### src/rtl/gray_pkg.sv
// Shared constants and helpers for the gray-code synchronizer/decoder.
package gray_pkg;

  localparam int unsigned DefWrdLen     = 5;
  localparam int unsigned DefSyncStages = 2;
  // Helpers work on a fixed wide word; callers zero-extend and truncate.
  localparam int unsigned MaxWrdLen     = 32;

  // Gray to binary: b[MSB] = g[MSB], b[k] = b[k+1] ^ g[k].
  function automatic logic [MaxWrdLen-1:0] g2b(input logic [MaxWrdLen-1:0] g);
    logic [MaxWrdLen-1:0] b;
    b[MaxWrdLen-1] = g[MaxWrdLen-1];
    for (int k = MaxWrdLen - 2; k >= 0; k--) begin
      b[k] = b[k+1] ^ g[k];
    end
    return b;
  endfunction

  // Number of set bits in v.
  function automatic int unsigned popcount(input logic [MaxWrdLen-1:0] v);
    int unsigned n;
    n = 0;
    for (int k = 0; k < int'(MaxWrdLen); k++) begin
      n += int'(v[k]);
    end
    return n;
  endfunction

endpackage

### src/rtl/gray2bin_conv.sv
// Combinational gray-to-binary decode of a WRD_LEN-bit word.
module gray2bin_conv import gray_pkg::*; #(
  parameter int unsigned WRD_LEN = DefWrdLen
) (
  input  logic [WRD_LEN-1:0] gray_i,
  output logic [WRD_LEN-1:0] bin_o
);

  // Zero-extended gray decodes to zero-extended binary, so truncation is exact.
  always_comb begin
    bin_o = WRD_LEN'(g2b(MaxWrdLen'(gray_i)));
  end

endmodule

### src/rtl/gray_sync_decode.sv
// Synchronizes an asynchronous gray-coded count, decodes it to binary and
// reports update pulses, modular advance and illegal multi-bit steps.
module gray_sync_decode import gray_pkg::*; #(
  parameter int unsigned WRD_LEN     = DefWrdLen,
  parameter int unsigned SYNC_STAGES = DefSyncStages
) (
  input  logic               clk_i,
  input  logic               rst_i,
  input  logic [WRD_LEN-1:0] gray_i,
  input  logic               clr_err_i,
  output logic [WRD_LEN-1:0] gray_sync_o,
  output logic [WRD_LEN-1:0] bin_o,
  output logic               upd_o,
  output logic [WRD_LEN-1:0] delta_o,
  output logic               err_o
);

  if (WRD_LEN < 2 || WRD_LEN > MaxWrdLen) begin : g_bad_wrd_len
    $error("gray_sync_decode: WRD_LEN must be in 2..32");
  end
  if (SYNC_STAGES < 2) begin : g_bad_sync_stages
    $error("gray_sync_decode: SYNC_STAGES must be at least 2");
  end

  logic [WRD_LEN-1:0] r_sync [SYNC_STAGES];
  logic [WRD_LEN-1:0] r_gray_sync;
  logic [WRD_LEN-1:0] r_bin;
  logic               r_upd;
  logic [WRD_LEN-1:0] r_delta;
  logic               r_err;

  logic [WRD_LEN-1:0] w_g_sync;
  logic [WRD_LEN-1:0] w_bin;
  logic [WRD_LEN-1:0] w_delta;
  logic               w_multi_step;

  assign w_g_sync = r_sync[SYNC_STAGES-1];

  gray2bin_conv #(
    .WRD_LEN (WRD_LEN)
  ) u_gray2bin_conv (
    .gray_i (w_g_sync),
    .bin_o  (w_bin)
  );

  // Modular advance and legality of the step from the last registered sample.
  always_comb begin
    w_delta      = w_bin - r_bin;
    w_multi_step = popcount(MaxWrdLen'(w_g_sync ^ r_gray_sync)) > 1;
  end

  // Metastability chain: capture gray_i, shift one stage per edge.
  always_ff @(posedge clk_i or posedge rst_i) begin
    if (rst_i) begin
      for (int i = 0; i < int'(SYNC_STAGES); i++) begin
        r_sync[i] <= '0;
      end
    end else begin
      r_sync[0] <= gray_i;
      for (int i = 1; i < int'(SYNC_STAGES); i++) begin
        r_sync[i] <= r_sync[i-1];
      end
    end
  end

  // Registered sample, decode, update pulse and advance.
  always_ff @(posedge clk_i or posedge rst_i) begin
    if (rst_i) begin
      r_gray_sync <= '0;
      r_bin       <= '0;
      r_upd       <= 1'b0;
      r_delta     <= '0;
    end else begin
      r_gray_sync <= w_g_sync;
      r_bin       <= w_bin;
      r_upd       <= (w_g_sync != r_gray_sync);
      r_delta     <= w_delta;
    end
  end

  // Sticky error; a new illegal step outranks a simultaneous clear.
  always_ff @(posedge clk_i or posedge rst_i) begin
    if (rst_i) begin
      r_err <= 1'b0;
    end else if (w_multi_step) begin
      r_err <= 1'b1;
    end else if (clr_err_i) begin
      r_err <= 1'b0;
    end
  end

  assign gray_sync_o = r_gray_sync;
  assign bin_o       = r_bin;
  assign upd_o       = r_upd;
  assign delta_o     = r_delta;
  assign err_o       = r_err;

endmodule
### config.mk
export PLATFORM = sky130hd
export DESIGN_NAME = gray_sync_decode
export DESIGN_NICKNAME = d
export VERILOG_FILES = /design/src/rtl/gray_pkg.sv /design/src/rtl/gray2bin_conv.sv /design/src/rtl/gray_sync_decode.sv
export SDC_FILE = /design/constraint.sdc
export NUM_CORES = 1
export LEC_CHECK = 0
export ABC_CLOCK_PERIOD_IN_PS = 2200
export BUFFER_PORTS_ARGS = -buffer_cell sky130_fd_sc_hd__buf_2
export CAP_MARGIN = 20
export CORE_UTILIZATION = 30
export DETAILED_ROUTE_END_ITERATION = 8
export GPL_TIMING_DRIVEN = 1
export PLACE_DENSITY = 0.5
export SLEW_MARGIN = 0
export SYNTH_ARGS = -nofsm -noshare
export SYNTH_HDL_FRONTEND = slang
export SYNTH_SLANG_ARGS = --single-unit
### constraint.sdc
create_clock -name clk_i -period 2.2 [get_ports clk_i]
set_clock_uncertainty 0.05 [all_clocks]
set_input_delay 0.44 -clock clk_i [delete_from_list [all_inputs] [get_ports clk_i]]
set_output_delay 0.44 -clock clk_i [all_outputs]
set_load 0.02 [all_outputs]
==> results of run 1 <==
[routing by layer]
layer | share of wire | vias up
li1 | - | 280
met1 | 0.40 | 290
met2 | 0.51 | 20
met3 | 0.066 | 5
met4 | 0.021 | 0
met5 | 0 | -
[metrics by stage]
step	hold WS, ns	instances
floorplan	0.281	69
global placement	0.282	143
detailed placement	0.285	143
CTS	0.102	148
global route	0.120	150
finish	0.102	150
[flip-flops by register name, indices dropped and copies added (netlist names)]
signal       flops
bin_o            5
delta_o          5
r_sync           5
w_g_sync         5
gray_sync_o      4
err_o            1
upd_o            1
[area by class of cell]
| class | count | share of cell area |
|---|---|---|
| tap | 44 | 0.0423 |
| clock buffer | 3 | 0.0173 |
| multi-input combinational | 29 | 0.247 |
| sequential | 26 | 0.500 |
| inverter | 13 | 0.0375 |
| timing repair buffer | 35 | 0.156 |
[power breakdown]
group	internal [uW]	total (uW)	switching (uW)	leakage (uW)
clock	64.0	190	126	0.0000138
combinational	172	396	224	0.000344
sequential	552	579	26.8	0.000298
[repair_timing]
item,in CTS,in global routing
pin swaps,2,2
gates cloned,0,0
resized for setup,0,3
setup endpoints to repair,1,3
endpoints found under the hold margin,0,0
buffers inserted,2,2
[cell usage after synthesis]
master    instances
ha_1              6
xor2_2            2
inv_1            13
xnor2_2           1
xor2_1            4
nand2_1           1
dfrtp_1          26
a21o_1            2
fa_1              2
o221ai_1          1
or3_1             1
nor2_1            1
buf_4             1
a21oi_1           2
xnor2_1           6
[kinds of logic after synthesis]
logic type	count (synthesis)	synth area share
adders and majority gates	8	0.114
xor gates and xnor gates	13	0.136
buffers and inverters	14	0.0560
AOI/OAI and AO/OA	5	0.0336
DFF	26	0.647
and+or+nand+nor	3	0.0137
[worst paths after layout]
path | start | endpoint
setup / recovery | w_g_sync[4]$_DFF_PP0_ | delta_o[4]$_DFF_PP0_
hold / removal | rst_i | r_sync[6]$_DFF_PP0_
setup reg to reg | w_g_sync[4]$_DFF_PP0_ | delta_o[4]$_DFF_PP0_
hold reg to reg | r_sync[9]$_DFF_PP0_ | w_g_sync[4]$_DFF_PP0_
max in group asynchronous | rst_i | delta_o[1]$_DFF_PP0_
min in group clk_i | gray_i[2] | r_sync[7]$_DFF_PP0_
[worst min-delay path: cells and delay by family]
family                 cells  cell delay [ns]
buffers and inverters      3             0.43
==> impl_metrics.tcl, run 1 <==
set metrics [dict create \
    status "finished, violations left" \
    violations "negative setup slack" \
    period_minus_slack_ns 2.31 \
    final_common_cell "dfrtp_1" \
    crit_top_cell "xor2_2" \
    p_total_uw 1170 \
    syn2layout_area_growth_pct 29.4 \
    peakVddDrop_v 0.000370 \
    critical-path-top-delay-family "XOR/XNOR gates" \
    most-common-layout-cells "26 x dfrtp_1, 24 x buf_2, 12 x inv_1" \
    cpMaxStageDelayCell "dfrtp_1" \
    die_x_um 59.9 \
    fin_area_sq_um 1300 \
    grtUsageMet2 0.181 \
    syn_area_sq_um 1010 \
    powerDensity_nw_per_um2 896 \
    grt_pass1_vias 624 \
    slew-limit-headroom 0.790 \
    netlist.top_cell.by_area "dfrtp_1" \
    hpwl_um 1110 \
    cp_slowest_stage_delay_ns 0.43 \
    dieArea_sq_um 3590 \
    regArea_sq_um 651 \
    cts_num_sinks 26 \
    routed_wl_um 1500 \
    multiInputGateArea_sq_um 322 \
    diodes 0 \
    drive_gt1_frac 0.434 \
    critical_path_class "flop to flop" \
    boundaryPins 25 \
    vias 595 \
    clkLatencyLatePin_ns 0.31 \
    grt_remaining_overflow 0 \
    root_buffer "clkbuf_4" \
    fillers 304 \
    cts_max_level 1 \
    cts_buffers 3 \
    hold_viol_final 0 \
    synthDominantCellAreaShare 0.647 \
    synth_cells 69 \
    num_rows 20 \
    syn_nets 85 \
    grt_antenna_before_repair 0 \
    min_period_over_period 1.05 \
    use_met1 0.106 \
    place_ws_ns -0.0844 \
    tightest_slew_ns 0.315 \
    start_kind "flop" \
    yosys-top-cells-area "dfrtp_1 65%, ha_1 7.5%, xnor2_1 5.2%" \
    seq_area_frac_synth 0.647 \
    postCtsHoldBufs 0 \
    io_buffers 24 \
    slew_violations 0 \
    grt_busiest_layer "met2" \
    fmaxAchievable_mhz 433 \
    yosysWarnings 0 \
    drt_first_pass_iters 2 \
    worst-path-buf-inv 1 \
    max_cap_viol_count 0 \
    grt_use_total 0.101 \
    wl_per_cell_um 9.97 \
    utilization 0.416 \
    via_per_inst 3.97 \
    drt-initial-drc-count 2 \
    setup-violations-final 1 \
    cts_tree "built" \
    cts.clk_slew.worst_paths_ns 0.13 \
    r2r.worst_path.cells 10 \
    crit_cells 10 \
    core_sq_um 3130 \
    synth_area_per_cell_sq_um 14.6 \
    grtUsageMet3 0.0260 \
    crit_chain "xor2_2 -> xnor2_2 -> xor2_2 -> xor2_1 -> ha_1 -> inv_1 -> fa_2 -> a21o_1 -> a21oi_2 -> xnor2_1" \
    drc 0 \
    final_net_count 124 \
    gp_congestion 0.690 \
    crit_required_ns 2.39 \
    hold_class "primary input to async pin" \
    p_leak_uw 0.000656 \
    rsz0062_at_grt "yes" \
    placed_cell_area_sq_um 1230 \
    path_max_fanout 2 \
    grt_first_pass_wirelength_um 2570 \
    die_h_um 59.9 \
    ys_seq_elements 26 \
    regToRegSetupSlack_ns -0.11 \
    crit_path_end_kind "flop" \
    clock_path_buffers 2 \
    grt_start_max_net_pins 27 \
    fin_tns_setup_ns -0.110 \
    worstPathArrival_ns 2.50 \
    start_util 0.322 \
    antenna_left 0 \
    fin_ws_ns -0.110 \
    yosysUniqueCellTypes 15 \
]
Note: power is estimated with default switching activity, not from simulation.
==> run 2: changes to the inputs <==
--- a/config.mk
+++ b/config.mk
@@ -16,3 +16,4 @@
 export SYNTH_ARGS = -nofsm -noshare
 export SYNTH_HDL_FRONTEND = slang
 export SYNTH_SLANG_ARGS = --single-unit
+export TNS_END_PERCENT = 30
==> impl_metrics.tcl, run 2 (synthesis gave the netlist of run 1 again) <==
set metrics [dict create \
    status "finished, violations left" \
    violations "negative setup slack" \
    grt_antenna_before_repair 0 \
    syn2layout_area_growth_pct 26.6 \
    dieArea_sq_um 3590 \
    core_sq_um 3130 \
    min_period_over_period 1.05 \
    root_buffer "clkbuf_4" \
    slew_violations 0 \
    period_minus_slack_ns 2.30 \
    cts_tree "built" \
    r2r.worst_path.cells 10 \
    crit_required_ns 2.39 \
    hold_class "primary input to async pin" \
    grt_pass1_vias 624 \
    slew-limit-headroom 0.790 \
    grt_start_max_net_pins 27 \
    p_leak_uw 0.000648 \
    diodes 0 \
    hold_viol_final 0 \
    via_per_inst 3.96 \
    tightest_slew_ns 0.315 \
    boundaryPins 25 \
    r2r-start "w_g_sync[4]$_DFF_PP0_" \
    regToRegSetupSlack_ns -0.10 \
    cts.clk_slew.worst_paths_ns 0.13 \
    powerDensity_nw_per_um2 906 \
    cts_buffers 3 \
    power_frac_clock 0.165 \
    hpwl_um 1110 \
    gp_congestion 0.690 \
    grt_first_pass_wirelength_um 2570 \
    fin_cells 148 \
    combPwrFrac 0.333 \
    switching_share 0.323 \
    grt_remaining_overflow 0 \
    fmaxAchievable_mhz 434 \
    start_kind "flop" \
    wl_per_cell_um 9.82 \
    drc 0 \
    crit_path_end_kind "flop" \
    num_rows 20 \
    utilization 0.407 \
    crit_start "w_g_sync[4]$_DFF_PP0_" \
    drt-initial-drc-count 2 \
    grt_use_total 0.101 \
    routed_wl_um 1450 \
    seq_power_share 0.502 \
    worstPathArrival_ns 2.49 \
    cts_max_level 1 \
    cts_num_sinks 26 \
    max_cap_viol_count 0 \
    clock_path_buffers 2 \
    drt_first_pass_iters 2 \
    path_max_fanout 2 \
    crit_path_end "delta_o[4]$_DFF_PP0_" \
    fin_ws_ns -0.104 \
    start_util 0.322 \
    peakVddDrop_v 0.000369 \
    clkLatencyLatePin_ns 0.31 \
    vias 586 \
    p_int_uw 781 \
    io_buffers 24 \
    antenna_left 0 \
    p_switching_uw 372 \
    rsz0062_at_grt "yes" \
    critical_path_class "flop to flop" \
    die_h_um 59.9 \
    setup-violations-final 1 \
    final_net_count 122 \
    final_common_cell "dfrtp_1" \
    r2r_end "delta_o[4]$_DFF_PP0_" \
    fillers 304 \
    most-common-layout-cells "26 x dfrtp_1, 24 x buf_2, 13 x inv_1" \
    drive_gt1_frac 0.404 \
    place_inst 143 \
    die_x_um 59.9 \
]
==> run 2: worst max-delay path, cell delays in order (launching register included) <==
cell     delay [ns]
dfrtp_1        0.43
xor2_2         0.20
xnor2_2        0.21
xor2_2         0.20
xor2_1         0.17
ha_1           0.16
inv_1          0.06
fa_2           0.33
a21o_1         0.17
a21oi_2        0.14
xnor2_1        0.12
==> run 2: metal layers <==
layer / wire, um / up-vias / global-route usage / part of all wire
li1: - / 275 / - / -
met2: 737 / 20 / 0.181 / 0.51
met5: 0 / - / 0 / 0
met4: 32 / 0 / 0.0598 / 0.022
met3: 98 / 5 / 0.0260 / 0.067
met1: 586 / 286 / 0.106 / 0.40
==> run 2: power by group through the flow <==
| stage | clock [uW] | sequential (uW) | combinational, uW |
|---|---|---|---|
| 3_5_place_dp | 0 | 591 | 377 |
| 5_1_grt | 224 | 591 | 432 |
| 2_1_floorplan | 0 | 680 | 160 |
| 3_3_place_gp | 0 | 589 | 373 |
| 4_1_cts | 208 | 581 | 386 |
| 6_report | 190 | 579 | 384 |
==> run 2: repair_timing <==
| action | 4_1_cts | 5_1_grt |
|---|---|---|
| endpoints found under the hold margin | 0 | 0 |
| gates resized for setup | 0 | 1 |
| endpoints found under the setup margin | 1 | 3 |
| pin swaps | 2 | 0 |
| hold buffers | 0 | 0 |
| cloned | 0 | 0 |
| setup buffers | 2 | 0 |
==> run 2: area by class of cell <==
class	count	area, sq um	share of cell area
clock buffers	3	22.5	0.0177
inverters	13	48.8	0.0383
multi-input cells	29	309	0.243
flip-flops and latches	26	651	0.511
well taps	44	55.1	0.0432
repair buffers	33	188	0.147
==> run 2: worst min-delay path by stage <==
stage                              startpoint                    end  slack [ns]
after floorplan           r_sync[5]$_DFF_PP0_  w_g_sync[0]$_DFF_PP0_        0.28
after global placement    r_sync[8]$_DFF_PP0_  w_g_sync[3]$_DFF_PP0_        0.28
after detailed placement  r_sync[9]$_DFF_PP0_  w_g_sync[4]$_DFF_PP0_        0.28
after CTS                               rst_i    r_sync[8]$_DFF_PP0_        0.10
after global routing                    rst_i  w_g_sync[1]$_DFF_PP0_        0.12
final                                   rst_i    r_sync[6]$_DFF_PP0_        0.10
==> run 2: metrics by stage <==
step	instance area, sq um	TNS (ns)	power, uW	hold slack [ns]	worst slack, ns
2_1_floorplan	1010	-0.0863	841	0.281	-0.0863
3_3_place_gp	1230	-0.0412	962	0.282	-0.0412
3_5_place_dp	1230	-0.0844	968	0.285	-0.0844
4_1_cts	1270	-0.0784	1170	0.102	-0.0784
5_1_grt	1270	-0.555	1250	0.120	-0.289
6_report	1270	-0.104	1150	0.102	-0.104
==> run 3: changes to the inputs <==
--- a/config.mk
+++ b/config.mk
@@ -5,13 +5,13 @@
 export SDC_FILE = /design/constraint.sdc
 export NUM_CORES = 1
 export LEC_CHECK = 0
-export ABC_CLOCK_PERIOD_IN_PS = 2200
-export BUFFER_PORTS_ARGS = -buffer_cell sky130_fd_sc_hd__buf_2
+export ABC_CLOCK_PERIOD_IN_PS = 2300
+export BUFFER_PORTS_ARGS = -buffer_cell sky130_fd_sc_hd__buf_4
 export CAP_MARGIN = 20
 export CORE_UTILIZATION = 30
 export DETAILED_ROUTE_END_ITERATION = 8
 export GPL_TIMING_DRIVEN = 1
-export PLACE_DENSITY = 0.5
+export PLACE_DENSITY = 0.48
 export SLEW_MARGIN = 0
 export SYNTH_ARGS = -nofsm -noshare
 export SYNTH_HDL_FRONTEND = slang
==> constraint.sdc (replaced) <==
create_clock -name clk_i -period 2.3 [get_ports clk_i]
set_clock_uncertainty 0.05 [all_clocks]
set_input_delay 0.345 -clock clk_i [delete_from_list [all_inputs] [get_ports clk_i]]
set_output_delay 0.345 -clock clk_i [all_outputs]
set_load 0.02 [all_outputs]
==> impl_metrics.tcl, run 3 (synthesis gave the netlist of run 1 again) <==
set metrics [dict create \
    final_common_cell "buf_4" \
    crit_path_end_kind "flop" \
    boundaryPins 25 \
    drt_first_pass_iters 4 \
    grt_first_pass_wirelength_um 2540 \
    peakVddDrop_v 0.000251 \
    drc 0 \
    placed_cell_area_sq_um 1280 \
    crit_chain "xor2_2 -> xnor2_2 -> xor2_2 -> xor2_1 -> ha_1 -> inv_1 -> fa_2 -> a21o_1 -> a21oi_2 -> xnor2_1" \
    crit_top_cell "xor2_2" \
    hold_viol_final 0 \
    die_h_um 59.9 \
    hold_ws_ns 0.0225 \
    routed_wl_um 1420 \
    min_period_over_period 0.996 \
    p_int_uw 776 \
    num_rows 20 \
    path_max_fanout 2 \
    crit_required_ns 2.49 \
    cts_buffers 3 \
    syn2layout_area_growth_pct 30.7 \
    cp_slowest_stage_delay_ns 0.43 \
    power_frac_clock 0.160 \
    clock_path_buffers 2 \
    slew-limit-headroom 0.787 \
    combPwrFrac 0.346 \
    grt_pass1_vias 626 \
    antenna_left 0 \
    start_kind "flop" \
    grt_antenna_before_repair 0 \
    r2r-start "w_g_sync[3]$_DFF_PP0_" \
    drt-initial-drc-count 8 \
    r2r_end "delta_o[4]$_DFF_PP0_" \
    die_x_um 59.9 \
    tightest_slew_ns 0.319 \
    cts_max_level 1 \
    clkLatencyLatePin_ns 0.31 \
    fin_cells 146 \
    io_buffers 24 \
    start_util 0.322 \
    core_sq_um 3130 \
    cts.clk_slew.worst_paths_ns 0.13 \
    p_switching_uw 356 \
    r2r.worst_path.cells 10 \
    critical_path_class "flop to flop" \
    grt_remaining_overflow 0 \
    grt_use_total 0.0984 \
    regToRegSetupSlack_ns 0.009 \
    status "completed" \
    fin_area_sq_um 1320 \
    hold_class "primary input to async pin" \
    most-common-layout-cells "31 x buf_4, 26 x dfrtp_1, 13 x inv_1" \
    cts_tree "built" \
    drive_gt1_frac 0.382 \
    period_minus_slack_ns 2.29 \
    powerDensity_nw_per_um2 861 \
    rsz0062_at_grt "yes" \
    cpMaxStageDelayCell "dfrtp_1" \
    post_cts_resized 0 \
    setup-violations-final 0 \
    cts_num_sinks 26 \
    place_inst 141 \
    hpwl_um 1100 \
    p_total_uw 1130 \
    via_per_inst 3.90 \
    wl_per_cell_um 9.73 \
    dieArea_sq_um 3590 \
    diodes 0 \
    gp_congestion 0.722 \
    worstPathArrival_ns 2.48 \
    fmaxAchievable_mhz 437 \
    final_net_count 120 \
    grt_start_max_net_pins 27 \
    root_buffer "clkbuf_4" \
    worst-path-buf-inv 1 \
    critical-path-top-delay-family "XOR/XNOR gates" \
    p_leak_uw 0.000660 \
    switching_share 0.315 \
    max_cap_viol_count 0 \
    fin_tns_setup_ns 0 \
    vias 570 \
    slew_violations 0 \
    seq_power_share 0.494 \
]
## run 3: cell type report
type	instances	area, sq um
repair buffers	31	233
well taps	44	55.1
flip-flops and latches	26	651
fillers	313	1810
clock buffers	3	22.5
inverters	13	48.8
multi-input cells	29	305
## run 3: what timing repair did
item,CTS,global route
hold buffers,0,0
pin swaps,2,0
cloned,0,0
buffers inserted,2,0
setup endpoints to repair,1,2
## run 3: power groups by stage
stage / Sequential (uW) / Combinational, uW / Clock, uW
2_1_floorplan: 651 / 153 / 0
3_3_place_gp: 569 / 386 / 0
3_5_place_dp: 571 / 390 / 0
5_1_grt: 569 / 433 / 212
4_1_cts: 561 / 398 / 200
6_report: 559 / 391 / 182
## run 3: stage by stage
stage / setup slack, ns / util
after floorplan: 0.0135 / -
after global placement: 0.0373 / 0.408
after detailed placement: -0.0190 / 0.408
after CTS: -0.00364 / 0.420
after global routing: -0.135 / 0.420
final: 0.00921 / 0.420
## run 3: worst max path at each step
stage | start | endpoint | depth (start not counted)
2_1_floorplan | w_g_sync[3]$_DFF_PP0_ | delta_o[4]$_DFF_PP0_ | 10
4_1_cts | w_g_sync[3]$_DFF_PP0_ | delta_o[4]$_DFF_PP0_ | 10
3_3_place_gp | w_g_sync[3]$_DFF_PP0_ | delta_o[4]$_DFF_PP0_ | 10
3_5_place_dp | w_g_sync[3]$_DFF_PP0_ | delta_o[4]$_DFF_PP0_ | 10
6_report | w_g_sync[3]$_DFF_PP0_ | delta_o[4]$_DFF_PP0_ | 10
5_1_grt | w_g_sync[3]$_DFF_PP0_ | delta_o[4]$_DFF_PP0_ | 10
## run 3: worst register-to-register path: stages (launching register included)
cell and delay (ns):
dfrtp_1 0.43, xor2_2 0.20, xnor2_2 0.20, xor2_2 0.19, xor2_1 0.16, ha_1 0.16, inv_1 0.06, fa_2 0.35
a21o_1 0.18, a21oi_2 0.14, xnor2_1 0.12
## run 3: routing by layer
layer / vias up / wire [um] / track usage / part of all wire
li1: 271 / - / - / -
met1: 277 / 656 / 0.109 / 0.46
met2: 20 / 685 / 0.178 / 0.48
met3: 2 / 63 / 0.0195 / 0.044
met4: 0 / 16 / 0.0498 / 0.011
met5: - / 0 / 0 / 0
